<file path="src/rtl/crc_pkg.sv">
// rtl/crc_pkg.sv - shared register map, bit indices and FSM encoding for the CRC stream peripheral
package crc_pkg;

  localparam logic [1:0] CRC_REG_DATA   = 2'd0;
  localparam logic [1:0] CRC_REG_CTRL   = 2'd1;
  localparam logic [1:0] CRC_REG_RESULT = 2'd2;

  localparam int CTRL_INIT   = 0;
  localparam int CTRL_XOROUT = 1;

  localparam int STAT_BUSY     = 0;
  localparam int STAT_EMPTY    = 1;
  localparam int STAT_FULL     = 2;
  localparam int STAT_OVERFLOW = 3;
  localparam int STAT_COUNT    = 4;

  typedef enum logic {
    IDLE  = 1'b0,
    SHIFT = 1'b1
  } crc_state_e;

  localparam logic [15:0] CRC16_CCITT = 16'h1021;
  localparam logic [7:0]  CRC8_ATM    = 8'h07;

endpackage

</file>
<file path="src/rtl/crc_byte_fifo.sv">
// rtl/crc_byte_fifo.sv - byte FIFO with registered pointers and a count one bit wider than the pointers
module crc_byte_fifo #(
  parameter int DEPTH = 4
) (
  input  logic                     clk,
  input  logic                     rst_n,
  input  logic                     push,
  input  logic [7:0]               din,
  input  logic                     pop,
  output logic [7:0]               dout,
  output logic                     full,
  output logic                     empty,
  output logic [$clog2(DEPTH):0]   count
);

  localparam int AW = $clog2(DEPTH);

  logic [7:0]    mem [DEPTH];
  logic [AW-1:0] wr_ptr;
  logic [AW-1:0] rd_ptr;
  logic          do_push;
  logic          do_pop;

  assign full    = (count == (AW+1)'(DEPTH));
  assign empty   = (count == '0);
  assign do_push = push && !full;
  assign do_pop  = pop && !empty;
  assign dout    = mem[rd_ptr];

  always_ff @(posedge clk) begin
    if (do_push) begin
      mem[wr_ptr] <= din;
    end
  end

  always_ff @(posedge clk) begin
    if (!rst_n) begin
      wr_ptr <= '0;
      rd_ptr <= '0;
      count  <= '0;
    end else begin
      if (do_push) begin
        wr_ptr <= wr_ptr + 1'b1;
      end
      if (do_pop) begin
        rd_ptr <= rd_ptr + 1'b1;
      end
      case ({do_push, do_pop})
        2'b10:   count <= count + 1'b1;
        2'b01:   count <= count - 1'b1;
        default: count <= count;
      endcase
    end
  end

endmodule

</file>
<file path="src/rtl/crc_stream_peripheral.sv">
// rtl/crc_stream_peripheral.sv - MMIO CRC peripheral: byte FIFO feeding a bit-serial MSB-first CRC engine
module crc_stream_peripheral
  import crc_pkg::*;
#(
  parameter int               CRC_W      = 16,
  parameter logic [CRC_W-1:0] POLY       = CRC16_CCITT,
  parameter logic [CRC_W-1:0] INIT       = 16'hFFFF,
  parameter logic [CRC_W-1:0] XOROUT     = 16'hFFFF,
  parameter int               FIFO_DEPTH = 4
) (
  input  logic        clk,
  input  logic        rst_n,
  input  logic [1:0]  addr,
  input  logic [31:0] data_in,
  input  logic        wr_en,
  output logic [31:0] data_out,
  output logic        irq_done
);

  localparam int CW = $clog2(FIFO_DEPTH) + 1;

  crc_state_e       state;
  crc_state_e       next_state;
  logic [CRC_W-1:0] crc;
  logic [CRC_W-1:0] crc_shifted;
  logic [7:0]       sreg;
  logic [2:0]       cnt;
  logic             overflow;
  logic             xorout_en;
  logic             seen;
  logic             fb;
  logic             busy;

  logic             wr_data;
  logic             wr_ctrl;
  logic             do_init;
  logic             fifo_rst_n;
  logic             fifo_push;
  logic             fifo_pop;
  logic [7:0]       fifo_dout;
  logic             fifo_full;
  logic             fifo_empty;
  logic [CW-1:0]    fifo_count;
  logic             unused_data_in;

  assign wr_data        = wr_en && (addr == CRC_REG_DATA);
  assign wr_ctrl        = wr_en && (addr == CRC_REG_CTRL);
  assign do_init        = wr_ctrl && data_in[CTRL_INIT];
  assign unused_data_in = ^data_in[31:8];

  // An init write empties the FIFO through its synchronous reset.
  assign fifo_rst_n = rst_n && !do_init;
  assign fifo_push  = wr_data && !fifo_full;
  assign fifo_pop   = (state == IDLE) && !fifo_empty && !do_init;

  crc_byte_fifo #(
    .DEPTH(FIFO_DEPTH)
  ) u_fifo (
    .clk   (clk),
    .rst_n (fifo_rst_n),
    .push  (fifo_push),
    .din   (data_in[7:0]),
    .pop   (fifo_pop),
    .dout  (fifo_dout),
    .full  (fifo_full),
    .empty (fifo_empty),
    .count (fifo_count)
  );

  assign fb          = crc[CRC_W-1] ^ sreg[7];
  assign crc_shifted = {crc[CRC_W-2:0], 1'b0} ^ (fb ? POLY : '0);
  assign busy        = (state == SHIFT) || !fifo_empty;
  assign irq_done    = (state == IDLE) && fifo_empty && seen;

  always_ff @(posedge clk) begin
    if (!rst_n) begin
      state <= IDLE;
    end else begin
      state <= next_state;
    end
  end

  always_comb begin
    next_state = state;
    case (state)
      IDLE:    if (!fifo_empty) next_state = SHIFT;
      SHIFT:   if (cnt == 3'd7) next_state = IDLE;
      default: next_state = IDLE;
    endcase
    if (do_init) begin
      next_state = IDLE;
    end
  end

  always_ff @(posedge clk) begin
    if (!rst_n) begin
      crc       <= INIT;
      sreg      <= '0;
      cnt       <= '0;
      overflow  <= 1'b0;
      xorout_en <= 1'b0;
      seen      <= 1'b0;
    end else begin
      if (wr_ctrl) begin
        xorout_en <= data_in[CTRL_XOROUT];
      end
      if (do_init) begin
        crc      <= INIT;
        cnt      <= '0;
        overflow <= 1'b0;
        seen     <= 1'b0;
      end else begin
        if (wr_data && fifo_full) begin
          overflow <= 1'b1;
        end
        if (fifo_pop) begin
          sreg <= fifo_dout;
          cnt  <= '0;
        end else if (state == SHIFT) begin
          crc  <= crc_shifted;
          sreg <= {sreg[6:0], 1'b0};
          cnt  <= cnt + 1'b1;
          if (cnt == 3'd7) begin
            seen <= 1'b1;
          end
        end
      end
    end
  end

  always_comb begin
    data_out = '0;
    case (addr)
      CRC_REG_CTRL: begin
        data_out[STAT_BUSY]          = busy;
        data_out[STAT_EMPTY]         = fifo_empty;
        data_out[STAT_FULL]          = fifo_full;
        data_out[STAT_OVERFLOW]      = overflow;
        data_out[STAT_COUNT +: CW]   = fifo_count;
      end
      CRC_REG_RESULT: data_out[CRC_W-1:0] = crc ^ (xorout_en ? XOROUT : '0);
      default:        data_out = '0;
    endcase
  end

endmodule
</file>
<file path="config.mk">
export PLATFORM = sky130hd
export DESIGN_NAME = crc_stream_peripheral
export DESIGN_NICKNAME = d
export VERILOG_FILES = /design/src/rtl/crc_pkg.sv /design/src/rtl/crc_byte_fifo.sv /design/src/rtl/crc_stream_peripheral.sv
export SDC_FILE = /design/constraint.sdc
export NUM_CORES = 1
export LEC_CHECK = 0
export CAP_MARGIN = 30
export CELL_PAD_IN_SITES_DETAIL_PLACEMENT = 0
export CELL_PAD_IN_SITES_GLOBAL_PLACEMENT = 1
export CORE_MARGIN = 2
export CORE_UTILIZATION = 40
export DETAILED_ROUTE_END_ITERATION = 8
export PLACE_DENSITY = 0.76
export SETUP_SLACK_MARGIN = 0.02
export SLEW_MARGIN = 20
export SYNTH_ARGS = -nofsm -noshare
export SYNTH_HDL_FRONTEND = slang
export SYNTH_SLANG_ARGS = --single-unit
</file>
<file path="constraint.sdc">
create_clock -name clk -period 2.8 [get_ports clk]
set_input_delay 0.42 -clock clk [delete_from_list [all_inputs] [get_ports clk]]
set_output_delay 0.42 -clock clk [all_outputs]
set_load 0.1 [all_outputs]
</file>
# --- Yosys cells after proc, flatten, opt, wreduce, memory -nomap -nowiden ---
# Memories as Yosys holds them, arrays and structs flattened. A register that Yosys moved wholly into a read port is not among the register bits.
# Cells that the tools add are included.
op_classes:
  addsub: 5
  n_mul: 0
  n_div: 0
  order_cmp: 0
  n_eq_ne: 6
  shifts: 0
  muxes: 14
  n_bitwise: 7
  reduce_logical: 25
ops:
  columns: ["op", "count"]
  rows:
  - ["two-way mux 16 bit", 1]
  - ["two-way mux 8 bit", 2]
  - ["bitwise XOR 16 x 13 -> 16 bit", 1]
  - ["bitwise XOR 16 bit", 1]
  - ["case mux 7 bit (2 select lines)", 1]
  - ["two-way mux 13 bit", 1]
  - ["logical AND 1 bit", 12]
  - ["two-way mux 9 bit", 1]
  - ["adder 3 x 1 -> 3 bit, second input constant", 2]
  - ["equality test 3 bit, second input constant", 2]
  - ["case mux 3 bit (2 select lines)", 1]
  - ["adder 2 x 1 -> 2 bit, second input constant", 2]
  - ["equality test 2 x 1 -> 1 bit, second input constant", 2]
  - ["equality test 2 bit, second input constant", 2]
  - ["two-way mux 1 bit", 4]
  - ["two-way mux 2 bit", 2]
  - ["NOT 1 bit", 4]
  - ["AND reduction 2 bit", 2]
  - ["nonzero test 2 bit", 2]
  - ["logical NOT 1 bit", 3]
  - ["logical NOT 3 bit", 1]
  - ["AND reduction 3 bit", 1]
  - ["OR reduction 3 bit", 1]
  - ["subtractor 3 x 1 -> 3 bit, second input constant", 1]
  - ["other kinds (5)", 5]
totals:
  regBits: 38
  latch_bits: 0
  ram_bits: 32
  mem_bits_ro: 0
  inputBits: 37
  out_inout_bits: 33
  wordCells: 68
  mem_count: 1
memory_table:
  columns: ["memory", "depth", "width", "read_ports", "rd_clocked_by_memory_dff", "write_ports", "line", "source"]
  rows:
  - ["u_fifo.mem", 4, 8, 1, 1, 1, "crc_byte_fifo.sv:18", "logic [7:0] mem [DEPTH];"]

# --- Longest topological paths before layout ---
depth:
  word_depth: 8
  depth_mapped: 12
  mapped_depth_nobuf: 11

# --- By module ---
# A second synthesis with hierarchy kept.
hier_totals:
  cells_unflattened: 295
  hier_area_um2: 3425.8
modules_own_cells:
  columns: ["mod", "instances", "cells_each", "area_each_um2", "seq_area_each_um2"]
  rows:
  - ["crc_stream_peripheral", 1, 199, 1781.7, 620.6]
  - ["crc_byte_fifo", 1, 96, 1644.1, 1141.1]

# --- Worst setup path before layout ---
# OpenSTA, ideal clock, no wires.
synth_path:
  path_type: "input to output"
  from: "input addr[0]"
  to: "output data_out[5]"
  arrival_time_ns: 2.394
  t_required_ns: 2.380
  setup_slack_ns: -0.014
  stages: 5
  n_path_buf: 1
  cell_sequence: "inv_1 > ha_1 > clkbuf_1 > a22oi_1 > nor2b_1"
synth_between:
  elab_chain_cells: 2
  elab_cells_between_ends: 3
  classes_between: "eq/ne: 2; mux: 1"
synth_rtl:
  columns: ["element", "line", "source"]
  rows:
  - ["start, declared", "crc_stream_peripheral.sv:13", "input logic [1:0] addr,"]
  - ["equality test 2 bit or equality test 2 x 1 -> 1 bit (tied branches)", "crc_stream_peripheral.sv:133", "case (addr)"]
  - ["case mux 7 bit (2 select lines) (*)", "crc_stream_peripheral.sv:133", null]
  - ["end, declared", "crc_stream_peripheral.sv:16", "output logic [31:0] data_out,"]
# Mark *: on every way between the ends. The rest lies on a longest branch, timed or not.

# --- Final worst setup path ---
layout_path:
  from: "input addr[1]"
  to: "register u_fifo.count[2]"
layout_between:
  elab_chain_cells: 8
  elab_cells_between_ends: 15
  classes_between: "eq/ne: 3; mux: 1; reduce/logical: 11"
layout_rtl:
  columns: ["element", "line", "source"]
  rows:
  - ["equality test 2 x 1 -> 1 bit (*)", "crc_stream_peripheral.sv:47", "assign wr_ctrl = wr_en && (addr == CRC_REG_CTRL);"]
  - ["logical AND 1 bit (*)", "crc_stream_peripheral.sv:47", null]
  - ["logical AND 1 bit (*)", "crc_stream_peripheral.sv:48", "assign do_init = wr_ctrl && data_in[CTRL_INIT];"]
  - ["logical NOT 1 bit (*)", "crc_stream_peripheral.sv:54", "assign fifo_pop = (state == IDLE) && !fifo_empty && !do_init;"]
  - ["logical AND 1 bit (*)", "crc_stream_peripheral.sv:54", null]
  - ["logical AND 1 bit (*)", "crc_byte_fifo.sv:27", "assign do_pop = pop && !empty;"]
  - ["named net u_fifo.do_pop", "crc_byte_fifo.sv:22", "logic do_pop;"]
  - ["equality test 2 x 1 -> 1 bit or equality test 2 bit (tied branches)", "crc_byte_fifo.sv:48", "case ({do_push, do_pop})"]
  - ["case mux 3 bit (2 select lines) or nonzero test 2 bit (tied branches)", null, null]
  - ["end signal, assigned", "crc_byte_fifo.sv:49", "2'b10: count <= count + 1'b1;"]
  - ["end signal, assigned", "crc_byte_fifo.sv:50", "2'b01: count <= count - 1'b1;"]
  - ["end signal, assigned", "crc_byte_fifo.sv:51", "default: count <= count;"]
  - ["end, declared", "crc_byte_fifo.sv:13", "output logic [$clog2(DEPTH):0] count"]
# Mark *: on every way through the listed nets, which the timed path passes. The rest lies on a longest branch.
# A chain may end at the register's enable or synchronous reset.

==> summary.txt <==
Timing
  • Setup ws final: 0.2527 ns
  • Minimum clock period: 2.547 ns
  • Setup Skew: between 0.01 and 0.015 ns
  • Final worst-path cycle share: 0.9098
  • Max Slew Vio Count: 0
  • Final setup violation count: 0
  • Unrepaired setup endpoints after global routing: false
  • Achievable Freq: approximately 0.39 GHz
  • Relative slew slack: 0.5504
  • Worst slew pin tran: around 0.67 ns
  • Final hold vios: 0
  • Setup TNS: 0 ns

Finish
  • Fin util: 0.5043
  • Share of cells above drive strength 1: 0.1810
  • Area delta synth->final: 20.98%
  • Fin nets: 380
  • Diodes inserted: 0
  • Fin cells: 442

Setup path
  • Slowest cell on crit path: clkdlybuf4s50_1
  • Worst setup EP type: flop
  • CP Launch Type: input port
  • WP buf/inv: 3
  • Crit-path leading delay family: adder cells
  • Arrival @ worst endpoint: 2.82 ns
  • Req. time, crit path: 3.07 ns
  • Largest stage delay, worst path: about 0.48 ns
  • Critical-path cell list: clkdlybuf4s50_1 > inv_1 > ha_1 > and3_1 > nor3_1 > ha_1 > inv_1 > fa_1 > xor2_1 > or3_1 > a21oi_1
  • WS Path Type: input port to flop
  • Critical Path Fanout Max: 2

Placement
  • Placed wire-length estimate: between 4000 and 5000 um
  • Setup slack after placement: -0.1245 ns
  • Gp weighted congestion: 0.7257
  • Dpl cells: 426
  • Port-buffer cells: 29

Drt
  • Routed vias/inst: 5.072
  • Detailed-route wire length: just over 6000 um
  • Via count: ~2,200
  • Routed length per instance: approximately 14 um
  • 1st-iter DRT viols: 96
  • Antenna-violating nets left: 0
  • First-pass DRT Iterations: 4
  • DRC viols: 0

Synthesis
  • EDFF count, synth: 32
  • Sequential-to-total area share from yosys stat: 0.5092
  • Asr flop ratio synth: 0
  • Top-count cell post-synth: dfxtp_1
  • Syn Area/Cell: 11.53 um2
  • Top post-synthesis cells by count: dfxtp_1, edfxtp_1, nand2_1
  • Most used DFF post-synth: dfxtp_1
  • Top cell type's share of synthesized area: 0.2778
  • Synth Register Bits: 72
  • Netlist cell types: 43
  • Yosys warns: 0
  • Area leader, netlist: edfxtp_1
  • Mapped Area: 0.003460 mm2
  • Syn Inst Count: 300
  • Synth area leaders: edfxtp_1, dfxtp_1, mux4_2

Status
  • Status: finished clean

Clocking
  • Latest clock arrival within the worst-skew pair: 0.34 ns
  • Reg clk slew, reported paths: 0.08 ns
  • CTS sink cnt: 72
  • Hold_buf cts: 0
  • CTS Buf Count: 9
  • CTS root buf: clkbuf_8
  • Resize count post-CTS: 0
  • CTS tree: yes
  • Clock buffer depth: 2
  • H-Tree Depth: 3
  • Setup Fix Bufs, Post-CTS: 0

Floorplan
  • Core box area: 0.008299 mm2
  • Io pins: 70
  • Die area: about 0.0094 mm2
  • # rows: 33
  • Initial Utilization: 0.4169
  • Die Y: 97 um
  • Die width: between 90 and 100 um

Run
  • Max_cap viols: 0

Global routing
  • Number of global-route vias before repair: 2,195
  • Largest net degree at the start of global routing: 22
  • Initial antenna violation count: 0
  • Overflow after GRT: 0
  • Total GRT Usage: 0.1385
  • First-pass GRT wire length: 10,600 um

Worst hold path
  • Worst hold path type: flop to flop

Power
  • P_leak: 1.511 nW
  • Max VDD drop: around 490 uV
  • Pwr dens: roughly 840 mW/mm2
[worst min-delay path: cells and delay by family, from the launching register on]
kind / cells / cell delay (ns)
and+or+nand+nor: 1 / 0.07
DFF: 1 / 0.32
AOI/OAI and AO/OA: 1 / 0.04
[sequential cells by signal, indices dropped and copies added (netlist names), named ones only]
register / cells
sreg: 8
cnt: 3
u_fifo.mem: 32
overflow: 1
u_fifo.wr_ptr: 2
u_fifo.rd_ptr: 2
state: 1
crc: 16
u_fifo.count: 3
xorout_en: 1
seen: 1
[through the flow]
step | hold WS (ns) | area, um2 | total power [mW]
final | 0.4604 | 4185 | 3.532
after global routing | 0.5010 | 4185 | 3.734
after CTS | 0.4683 | 4185 | 3.561
after detailed placement | 0.4483 | 3979 | 2.712
after global placement | 0.4384 | 3979 | 2.692
after floorplan | 0.4285 | 3518 | 2.454
[final timing paths]
check / cells past startpoint / slack [ns] / end / from
worst max register to register: 9 / 0.61 / u_fifo.count[2]$_SDFFE_PN0P_ / u_fifo.count[2]$_SDFFE_PN0P_
worst max-delay path: 11 / 0.25 / u_fifo.count[2]$_SDFFE_PN0P_ / addr[1]
worst min-delay path: 2 / 0.46 / seen$_SDFFE_PN0P_ / seen$_SDFFE_PN0P_
worst min register to register: 2 / 0.46 / seen$_SDFFE_PN0P_ / seen$_SDFFE_PN0P_
[logic make-up after synthesis]
logic type	Yosys count	share of synthesized area
other	1	0.001084
buffers and inverters	46	0.07703
and+or+nand+nor	78	0.1244
adders and majority gates	11	0.04195
AOI/OAI and AO/OA	46	0.09222
DFF	72	0.5092
xor gates and xnor gates	22	0.05570
muxes	24	0.09837
[layout make-up]
cell class                      count  area, um2
Timing Repair Buffer               42      558.0
Clock buffer                        9      123.9
Multi-Input combinational cell    197       1490
Fill cell                         748       4114
Tap cell                          105      131.4
Sequential cell                    72       1762
Clock inverter                      7      82.58
Inverter                           10      37.54
[report_power, final]
group	leakage, nW	switching, mW	internal, mW	total [mW]
clock	0.0988	0.423	0.427	0.850
combinational	0.798	0.773	0.535	1.31
sequential	0.615	0.163	1.21	1.37
total	1.51	1.36	2.17	3.53
[routing by layer]
| layer | vias up | GRT usage | part of all wire |
|---|---|---|---|
| met1 | 1080 | 0.1792 | 0.46 |
| met3 | 8 | 0.03251 | 0.032 |
| met4 | 0 | 0.05200 | 0.012 |
| li1 | 1110 | - | - |
| met2 | 44 | 0.2260 | 0.49 |
| met5 | - | 0 | 0 |
[cells in the final DEF (no fill, tap or decap), types with 7 or more instances in the layout]
master / count
mux4_2: 8
xor2_1: 19
nand4_1: 7
ha_1: 10
buf_4: 13
mux2i_1: 16
nor2b_1: 7
and2_1: 14
clkdlybuf4s50_1: 12
nand2_1: 20
a21oi_1: 13
nor2_1: 12
conb_1: 16
edfxtp_1: 32
dfxtp_1: 40
clkbuf_8: 9
inv_1: 9
buf_12: 17
(Power assumes the default switching activity.)
